File: config.mk
export PLATFORM = sky130hd
export DESIGN_NAME = wb_initiator
export DESIGN_NICKNAME = d
export VERILOG_FILES = /design/src/rtl/wb_initiator.sv
export SDC_FILE = /design/constraint.sdc
export NUM_CORES = 1
export LEC_CHECK = 0
export ABC_AREA = 1
export ABC_CLOCK_PERIOD_IN_PS = 6500
export CAP_MARGIN = 15
export CORE_AREA = 2 2 164 166
export CTS_BUF_LIST = sky130_fd_sc_hd__clkbuf_4 sky130_fd_sc_hd__clkbuf_8
export DETAILED_ROUTE_END_ITERATION = 8
export DIE_AREA = 0 0 166 168
export GPL_TIMING_DRIVEN = 0
export PLACE_DENSITY_LB_ADDON = 0.25
export SETUP_SLACK_MARGIN = 0.5
export SLEW_MARGIN = 10
export SYNTH_ARGS = -nofsm -noshare
export SYNTH_HDL_FRONTEND = slang
export SYNTH_SLANG_ARGS = --single-unit
File: constraint.sdc
create_clock -name wb_clk_i -period 6.5 [get_ports wb_clk_i]
set_input_delay 1.95 -clock wb_clk_i [delete_from_list [all_inputs] [get_ports wb_clk_i]]
set_output_delay 1.95 -clock wb_clk_i [all_outputs]
set_load 0.02 [all_outputs]
File: src/rtl/wb_initiator.sv
// ============================================================================
// Module      : wb_initiator
// Description : Wishbone classic master fed by a queued valid/ready request
//               stream, returning one response per bus cycle.
// Revision    : 1.0 - initial release
// ============================================================================
`default_nettype none

module wb_initiator #(
    parameter int FIFO_DEPTH = 4,
    parameter int TIMEOUT    = 16
) (
    input  logic        wb_clk_i,
    input  logic        wb_rst_i,
    input  logic        req_valid,
    output logic        req_ready,
    input  logic        req_we,
    input  logic [31:0] req_adr,
    input  logic [31:0] req_dat,
    input  logic [3:0]  req_sel,
    output logic        rsp_valid,
    input  logic        rsp_ready,
    output logic [31:0] rsp_dat,
    output logic        rsp_err,
    output logic        wbm_cyc_o,
    output logic        wbm_stb_o,
    output logic        wbm_we_o,
    output logic [3:0]  wbm_sel_o,
    output logic [31:0] wbm_adr_o,
    output logic [31:0] wbm_dat_o,
    input  logic [31:0] wbm_dat_i,
    input  logic        wbm_ack_i
);

    localparam int AW = $clog2(FIFO_DEPTH);
    localparam int CW = $clog2(TIMEOUT);
    localparam int EW = 69;
    localparam logic [CW-1:0] C_TMO_LAST = CW'(TIMEOUT - 1);

    typedef enum logic [1:0] {
        S_IDLE = 2'd0,
        S_BUS  = 2'd1,
        S_RESP = 2'd2
    } state_t;

    state_t          r_state;
    logic [CW-1:0]   r_cnt;
    logic [AW:0]     r_wr_ptr;
    logic [AW:0]     r_rd_ptr;
    logic [EW-1:0]   r_mem [FIFO_DEPTH];

    logic            w_full;
    logic            w_empty;
    logic            w_push;
    logic [EW-1:0]   w_head;

    // Extra pointer MSB distinguishes full from empty when the indices match.
    assign w_full  = (r_wr_ptr[AW] != r_rd_ptr[AW]) &&
                     (r_wr_ptr[AW-1:0] == r_rd_ptr[AW-1:0]);
    assign w_empty = (r_wr_ptr == r_rd_ptr);
    assign req_ready = !w_full;
    assign w_push  = req_valid && !w_full;
    assign w_head  = r_mem[r_rd_ptr[AW-1:0]];

    always_ff @(posedge wb_clk_i) begin
        if (w_push) begin
            r_mem[r_wr_ptr[AW-1:0]] <= {req_we, req_sel, req_dat, req_adr};
        end
    end

    always_ff @(posedge wb_clk_i) begin
        if (wb_rst_i) begin
            r_wr_ptr <= '0;
        end else if (w_push) begin
            r_wr_ptr <= r_wr_ptr + (AW+1)'(1);
        end
    end

    always_ff @(posedge wb_clk_i) begin
        if (wb_rst_i) begin
            r_state   <= S_IDLE;
            r_cnt     <= '0;
            r_rd_ptr  <= '0;
            wbm_cyc_o <= 1'b0;
            wbm_stb_o <= 1'b0;
            wbm_we_o  <= 1'b0;
            wbm_sel_o <= '0;
            wbm_adr_o <= '0;
            wbm_dat_o <= '0;
            rsp_valid <= 1'b0;
            rsp_dat   <= '0;
            rsp_err   <= 1'b0;
        end else begin
            case (r_state)
                S_IDLE: begin
                    if (!w_empty) begin
                        {wbm_we_o, wbm_sel_o, wbm_dat_o, wbm_adr_o} <= w_head;
                        wbm_cyc_o <= 1'b1;
                        wbm_stb_o <= 1'b1;
                        r_cnt     <= '0;
                        r_state   <= S_BUS;
                    end
                end
                S_BUS: begin
                    // Ack takes priority over an expiring timeout in the same cycle.
                    if (wbm_ack_i) begin
                        wbm_cyc_o <= 1'b0;
                        wbm_stb_o <= 1'b0;
                        rsp_dat   <= wbm_we_o ? 32'd0 : wbm_dat_i;
                        rsp_err   <= 1'b0;
                        rsp_valid <= 1'b1;
                        r_rd_ptr  <= r_rd_ptr + (AW+1)'(1);
                        r_state   <= S_RESP;
                    end else if (r_cnt == C_TMO_LAST) begin
                        wbm_cyc_o <= 1'b0;
                        wbm_stb_o <= 1'b0;
                        rsp_dat   <= 32'd0;
                        rsp_err   <= 1'b1;
                        rsp_valid <= 1'b1;
                        r_rd_ptr  <= r_rd_ptr + (AW+1)'(1);
                        r_state   <= S_RESP;
                    end else begin
                        r_cnt <= r_cnt + CW'(1);
                    end
                end
                S_RESP: begin
                    if (rsp_ready) begin
                        rsp_valid <= 1'b0;
                        r_state   <= S_IDLE;
                    end
                end
                default: begin
                    r_state <= S_IDLE;
                end
            endcase
        end
    end

endmodule

`default_nettype wire

==> results of run 1 <==
path summary, 6_finish.rpt:
check,end,start,slack [ns]
setup / recovery,req_ready,r_rd_ptr[1],2.03
hold / removal,rsp_valid,rsp_valid,0.47
setup reg to reg,r_mem[0][45],r_rd_ptr[1],3.45
hold reg to reg,rsp_valid,rsp_valid,0.47
kinds of logic after synthesis:
family          count (synthesis)
compound gates                326
buf+inv                        98
simple gates                  385
xor+xnor                        3
flops                         392
fa+ha+maj                       6
where the power goes:
group | switching (mW) | leakage, nW | internal (mW)
Clock | 0.914 | 0.700 | 1.25
Sequential | 0.0987 | 3.49 | 2.90
Combinational | 0.752 | 2.26 | 0.502
Total | 1.77 | 6.45 | 4.64
flip-flops by register name, summed over array words and instances (netlist names):
register,flops
rsp_valid,1
wbm_dat_o,32
wbm_sel_o,4
r_cnt,4
wbm_adr_o,32
wbm_stb_o,1
wbm_we_o,1
r_state,2
r_rd_ptr,3
rsp_dat,32
r_wr_ptr,3
r_mem,276
rsp_err,1
cell usage in the layout (no fill, tap or decap), types with 44 or more instances in the layout:
| cell | instances |
|---|---|
| edfxtp_1 | 276 |
| nor2_1 | 273 |
| clkdlybuf4s50_1 | 210 |
| o21ai_0 | 196 |
| dfxtp_1 | 116 |
| nand2_1 | 81 |
| clkbuf_8 | 71 |
| o22ai_1 | 69 |
| clkbuf_1 | 58 |
| a21oi_1 | 44 |
stage by stage:
stage	setup TNS, ns	hold WS, ns
3_5_place_dp	0	0.455
2_1_floorplan	0	0.454
3_3_place_gp	-490.41	0.451
6_report	0	0.466
5_1_grt	0	0.480
4_1_cts	0	0.465
worst max-delay path, cell delays in order (launching register included):
cell	delay, ns
dfxtp_1	0.66
inv_2	0.25
nand2_1	0.14
nand2_2	0.07
nand3b_1	0.13
clkdlybuf4s50_1	0.67
layout make-up:
class,instances,area [sq um]
Antenna cell,1,2.50
Clock buffer,88,1100
Timing Repair Buffer,220,2320
Sequential cell,392,10600
Tap cell,341,427
Fill cell,1824,7890
Inverter,18,72.6
Buffer,80,357
Clock inverter,22,206
Multi-Input combinational cell,720,3360
routing by layer:
layer	part of all wire (%)	wire length, um	vias to the layer above	GRT usage, %
li1	-	-	4866	-
met4	2.3	814	4	8.81
met5	0.086	30	-	0
met3	8.2	2890	68	6.30
met1	40	14000	4860	29.3
met2	49	17300	453	42.3
==> impl_metrics.json, run 1 <==
{
  "layout-drive-gt1-share_pct": 9.94,
  "die_h_um": 168,
  "grt_pass1_vias": 10107,
  "synth-simple-area-share_pct": 10.5,
  "clockRootBuffer": "clkbuf_8",
  "fmax_ghz": 0.224,
  "worstMarginPinSlew_ns": 0.804,
  "synth-edff-count": 276,
  "fin_crit_ns": 4.47,
  "dpl.cell_count": 1771,
  "antenna_found_initial": 3,
  "period_share_pct": 68.7,
  "path_class": "flip-flop to output pin",
  "clk_pin_slew_ns": 0.06,
  "finalNetCount": 1602,
  "area_growth_syn_to_layout_pct": 28.4,
  "synth_largest_area_cell": "edfxtp_1",
  "drt_first_pass_iters": 5,
  "min_path_type": "flip-flop to flip-flop",
  "place_ws_ns": 2.29,
  "setup_viol": 0,
  "fin_area_sq_um": 18500,
  "gp_congestion": 0.822,
  "status": "finished clean",
  "synth_area_per_cell_sq_um": 11.9,
  "drv_cap": 0,
  "crit_fanout": 9,
  "netlist.area_leader.share_pct": 57.7,
  "dieArea_sq_um": 27900,
  "dieWidth_um": 166,
  "port_buffers": 210,
  "synth_ff_type": "edfxtp_1",
  "initial_utilization_pct": 54.5,
  "first_iter_violations": 798,
  "synth_compound_area_share_pct": 12.0,
  "num_vias": 10251,
  "arrival_ns": 2.52,
  "pin_count": 212,
  "rsz0062_at_grt": "no",
  "grt_use_total_pct": 24.3,
  "synth_commonest_cells": "277 x nor2_1, 276 x edfxtp_1, 196 x o21ai_0",
  "synth_seq_area_share_pct": 73.8,
  "worstSkewPairLatency_ns": 0.59,
  "yosysMostFrequentCell": "nor2_1",
  "reg2reg_depth": 9,
  "grt_max_degree": 28,
  "async_flop_share_pct": 0,
  "synthTopCellsByArea": "edfxtp_1 58%, dfxtp_1 16%, nor2_1 7.2%",
  "hold-path-cell-count": 2,
  "synth_xor_area_share_pct": 0.183,
  "fin_ws_ns": 2.03,
  "muxShareOfSynthArea_pct": 0,
  "numCtsBuffers": 58,
  "grt_pass1_wl_um": 53000,
  "synth_adder_area_share_pct": 0.522,
  "p_total_mw": 6.41,
  "synth_seq_cells": 392,
  "leakage_nw": 6.45,
  "tritoncts": "built",
  "cts_sinks": 392,
  "postRouteAntennaNets": 0,
  "coreArea_sq_um": 26400,
  "clock_path_buffers": 3,
  "slew_viol_final": 0,
  "cp.required_ns": 4.55,
  "hpwl_um": 22600,
  "post_cts_buffers": 0,
  "gr-total-overflow": 0,
  "routed_wl_um": 35100,
  "cp-end-kind": "output pin",
  "crit_path_start_kind": "flip-flop",
  "synth_fp_nets": 1322,
  "ys_types": 29,
  "via_per_inst": 5.45,
  "syn_inst": 1210,
  "p_per_area_nw_per_um2": 347,
  "slew_headroom_pct": 46.3,
  "h-tree-depth": 2,
  "synth.cell_area_sq_um": 14400,
  "fin_util_pct": 70.0,
  "peakVddDrop_mv": 0.230,
  "hold_viol": 0,
  "rows": 60,
  "ys_warn_count": 0,
  "synth_top_family_by_area": "compound AO/OA/AOI/OAI gates",
  "dpl-instance-area_sq_um": 17100,
  "wl_per_cell_um": 18.6,
  "fin_skew_ns": 0.0115,
  "cts_resized": 0,
  "cts_hold_buffers": 0,
  "stdcell_count": 1882,
  "drcViolationCount": 0
}
No activity file was read; power rests on OpenSTA's default activity.
==> run 2, diff against run 1 <==
- ABC_CLOCK_PERIOD_IN_PS: 6500 -> 4300
- clock period: 6.5 -> 4.3 ns (I/O delays scaled with it)
==> run 2 against run 1 <==
Compared with the run above: cell area about the same; sequential share of layout area is essentially flat; total power grew 51%; clock skew is essentially flat; largest cell class unchanged; register-to-register slack got worse by 2.0 ns.
==> impl_metrics.json, run 2 (synthesized netlist as in run 1, its figures left out) <==
{
  "hold_viol": 0,
  "drcViolationCount": 0,
  "leakage_nw": 6.45,
  "grt_max_degree": 28,
  "layout-drive-gt1-share_pct": 10.0,
  "grt_use_total_pct": 24.3,
  "p_total_mw": 9.69,
  "cpPeakStageDelay_ns": 0.67,
  "die_h_um": 168,
  "grt_pass1_vias": 10107,
  "gr-total-overflow": 0,
  "fill_cells": 1824,
  "crit_fanout": 9,
  "cp-end-kind": "output pin",
  "hold-path-cell-count": 2,
  "fmax_ghz": 0.280,
  "h-tree-depth": 2,
  "cp.required_ns": 3.01,
  "grt_pass1_wl_um": 53000,
  "layout_commonest_cell": "edfxtp_1",
  "fin_setup_tns_ns": 0,
  "reg2reg_depth": 9,
  "mostFrequentLayoutCells": "276 x edfxtp_1, 273 x nor2_1, 210 x clkdlybuf4s50_1, 196 x o21ai_0, 115 x dfxtp_1",
  "routed_wl_um": 35100,
  "finalNetCount": 1602,
  "post_cts_buffers": 0,
  "pin_count": 212,
  "dieWidth_um": 166,
  "clock_path_buffers": 3,
  "cts_resized": 1,
  "largest_reg_flops": 276,
  "num_vias": 10251,
  "slowest_stage": "clkdlybuf4s50_1",
  "crit_path_start_kind": "flip-flop",
  "initial_utilization_pct": 54.5,
  "setup_viol": 0,
  "hpwl_um": 22600,
  "via_per_inst": 5.45,
  "min_path_type": "flip-flop to flip-flop",
  "period_share_pct": 83.0,
  "antenna_found_initial": 3,
  "status": "finished clean",
  "clockRootBuffer": "clkbuf_8",
  "fin_skew_ns": 0.0114,
  "peakVddDrop_mv": 0.348,
  "drt_first_pass_iters": 5,
  "rsz0062_at_grt": "no",
  "tritoncts": "built",
  "area_growth_syn_to_layout_pct": 28.5,
  "p_per_area_nw_per_um2": 525,
  "path_class": "flip-flop to output pin",
  "coreArea_sq_um": 26400,
  "worstSkewPairLatency_ns": 0.59,
  "gp_congestion": 0.822,
  "first_iter_violations": 798,
  "cts_sinks": 392,
  "dieArea_sq_um": 27900,
  "clk_pin_slew_ns": 0.06,
  "postRouteAntennaNets": 0,
  "port_buffers": 210,
  "cts_hold_buffers": 0,
  "slew_headroom_pct": 46.3,
  "fin_crit_ns": 3.57,
  "worstMarginPinSlew_ns": 0.804,
  "numCtsBuffers": 58,
  "path_cells": "inv_2 -> nand2_1 -> nand2_2 -> nand3b_1 -> clkdlybuf4s50_1",
  "slew_viol_final": 0,
  "arrival_ns": 2.28,
  "rows": 60,
  "wl_per_cell_um": 18.6,
  "drv_cap": 0
}
run 2: cell counts in the layout (fill, tap and decap cells not counted):
No cell type changed its count.
run 2: layer usage:
metal | GRT usage (%) | vias up | share of wire, %
met1 | 29.3 | 4860 | 40
met4 | 8.81 | 4 | 2.3
met2 | 42.3 | 453 | 49
met5 | 0 | - | 0.086
li1 | - | 4866 | -
met3 | 6.30 | 68 | 8.2
run 2: final cells by class:
cell class	count	area [sq um]	area share, %
timing repair buffer	220	2320	12.6
clock buffer	88	1100	5.99
tap	341	427	2.31
inverter	18	72.6	0.393
multi-input combinational	720	3360	18.2
antenna	1	2.50	0.0136
clock inverter	22	206	1.12
buffer	80	357	1.93
sequential	392	10600	57.5
run 2: final timing paths:
kind	start	slack, ns	endpoint
worst min-delay path	rsp_valid	0.47	rsp_valid
worst min register to register	rsp_valid	0.47	rsp_valid
worst max-delay path	r_rd_ptr[1]	0.73	req_ready
worst max register to register	r_rd_ptr[1]	1.49	r_mem[0][45]
run 2: through the flow:
stage          util (%)  instance area, sq um  setup slack (ns)  hold slack, ns  std cells
5_1_grt            70.1                 18500             0.643           0.480       1882
3_3_place_gp       64.1                 16900             -3.46           0.451       1761
4_1_cts            70.0                 18500             0.675           0.465       1881
3_5_place_dp       65.1                 17100             0.746           0.455       1771
6_report           70.1                 18500             0.730           0.466       1882
2_1_floorplan         -                 14400            -0.533           0.454       1210
run 2: power breakdown:
group          switching, mW  internal (mW)
logic                   1.14          0.759
clock network           1.38           1.88
registers              0.149           4.38
run 2: critical path, delay by kind of cell (launching register included):
| kind | cells | cell delay (ns) |
|---|---|---|
| AND/OR/NAND/NOR | 3 | 0.32 |
| flip-flops | 1 | 0.50 |
| buffers and inverters | 2 | 0.87 |
==> run 3, diff against run 2 <==
- ABC_CLOCK_PERIOD_IN_PS: 4300 -> 3400
- clock period: 4.3 -> 3.4 ns (I/O delays scaled with it)
==> run 3 against run 2 <==
Compared with the run above: first-iteration DRC count rose by 9.9%; clock power rose by 18%; utilization fell by 0.33 points; clock skew rose by 0.014 ns; via count barely moved; register-to-register slack got worse by 0.86 ns; largest cell class unchanged; critical path depth did not move; largest power group unchanged; die area did not move; worst hold slack got worse by 0.0015 ns; total power rose by 24%; cell area fell by 0.47%.
==> impl_metrics.json, run 3 (synthesized netlist as in run 1, its figures left out) <==
{
  "gp_congestion": 0.803,
  "diodes": 0,
  "min_path_type": "flip-flop to flip-flop",
  "grt_pass1_vias": 10073,
  "hold_viol": 0,
  "fin_util_pct": 69.7,
  "finalNetCount": 1602,
  "use_met3_pct": 5.90,
  "numCtsBuffers": 58,
  "rows": 60,
  "peakVddDrop_mv": 0.512,
  "postRouteAntennaNets": 0,
  "fill_cells": 1919,
  "drcViolationCount": 0,
  "cts_hold_buffers": 0,
  "wl_per_cell_um": 18.2,
  "register_area_sq_um": 10600,
  "grt_max_degree": 27,
  "use_met1_pct": 30.2,
  "via_per_inst": 5.46,
  "crit_fanout": 9,
  "setup_viol": 0,
  "clockRootBuffer": "clkbuf_8",
  "crit_path_start_kind": "flip-flop",
  "dieWidth_um": 166,
  "grt_use_total_pct": 24.1,
  "num_vias": 10261,
  "cts_sinks": 392,
  "fin_crit_ns": 2.84,
  "layout_commonest_cell": "edfxtp_1",
  "post_cts_buffers": 0,
  "initial_utilization_pct": 54.5,
  "rsz0062_at_grt": "yes",
  "clk_pin_slew_ns": 0.06,
  "worstSkewPairLatency_ns": 0.60,
  "port_buffers": 210,
  "leakage_nw": 6.40,
  "cpPeakStageDelay_ns": 0.46,
  "slew_viol_final": 0,
  "fmax_ghz": 0.352,
  "arrival_ns": 1.82,
  "grt.busiest_layer": "met2",
  "drv_cap": 0,
  "area_growth_syn_to_layout_pct": 27.9,
  "groute.layer.met2.usage_pct": 41.1,
  "h-tree-depth": 2,
  "coreArea_sq_um": 26400,
  "worstMarginPinSlew_ns": 0.837,
  "p_per_area_nw_per_um2": 652,
  "tritoncts": "built",
  "routed_wl_um": 34200,
  "antenna_found_initial": 3,
  "cp.required_ns": 2.38,
  "hpwl_um": 22300,
  "slowest_stage": "dfxtp_4",
  "mostFrequentLayoutCells": "276 x edfxtp_1, 273 x nor2_1, 209 x clkdlybuf4s50_1, 196 x o21ai_0, 115 x dfxtp_1",
  "fin_area_sq_um": 18400,
  "die_h_um": 168,
  "layout-drive-gt1-share_pct": 9.81,
  "first_iter_violations": 877,
  "path_cells": "inv_4 -> nand2_1 -> nand2_2 -> nand3b_1 -> dlygate4sd2_1",
  "path_class": "flip-flop to output pin",
  "multi_input_area_sq_um": 3360,
  "cp-end-kind": "output pin",
  "gr-total-overflow": 0,
  "clock_path_buffers": 3,
  "status": "finished clean",
  "fin_skew_ns": 0.0258,
  "largest_reg_flops": 276,
  "slew_headroom_pct": 44.1,
  "dieArea_sq_um": 27900,
  "pin_count": 212,
  "dpl-instance-area_sq_um": 17200,
  "grt_pass1_wl_um": 52900,
  "drt_first_pass_iters": 5,
  "period_share_pct": 83.5
}
[run 3: final timing paths]
| path | endpoint | slack [ns] | start | cells past startpoint |
|---|---|---|---|---|
| max | req_ready | 0.56 | r_rd_ptr[1] | 5 |
| min | rsp_dat[16] | 0.46 | rsp_dat[16] | 2 |
| max reg2reg | r_mem[1][19] | 0.63 | r_rd_ptr[1] | 8 |
| min reg2reg | rsp_dat[16] | 0.46 | rsp_dat[16] | 2 |
[run 3: final cells by class]
cell class	count	share of cell area [%]
Clock buffer	89	5.82
Buffer	80	1.94
Timing Repair Buffer	220	12.6
Clock inverter	20	0.804
Sequential cell	392	57.8
Tap cell	341	2.32
Inverter	18	0.409
Multi-Input combinational cell	720	18.3
[run 3: per-layer routing]
metal | vias up | part of all wire, %
li1 | 4865 | -
met1 | 4874 | 41
met2 | 438 | 49
met4 | 2 | 2.6
met5 | - | 0.038
met3 | 82 | 8.0
[run 3: per-stage QoR]
step                power, mW  hold slack, ns  TNS (ns)  setup slack, ns  instances
global route             12.5           0.487         0            0.445       1880
finish                   12.0           0.465         0            0.559       1880
global placement         8.12           0.450   -525.29            -1.98       1761
CTS                      12.0           0.465         0            0.525       1880
detailed placement       8.20           0.455    -0.194         -0.00979       1771
floorplan                7.09           0.454    -12.24          -0.0444       1210
[run 3: critical path, delay by kind of cell, from the launching register on]
kind	cells	cell delay (ns)
buffers and inverters	2	0.47
flip-flops	1	0.46
AND/OR/NAND/NOR	3	0.30
[run 3: repair_timing]
action                                  4_1_cts  5_1_grt
gates resized for setup                       4        0
endpoints found under the setup margin      118       50
pin swaps                                     0        0
[run 3: power breakdown]
| group | internal (mW) | switching (mW) | leakage, nW |
|---|---|---|---|
| clock | 2.16 | 1.72 | 0.654 |
| sequential | 5.54 | 0.187 | 3.49 |
| combinational | 0.960 | 1.42 | 2.26 |
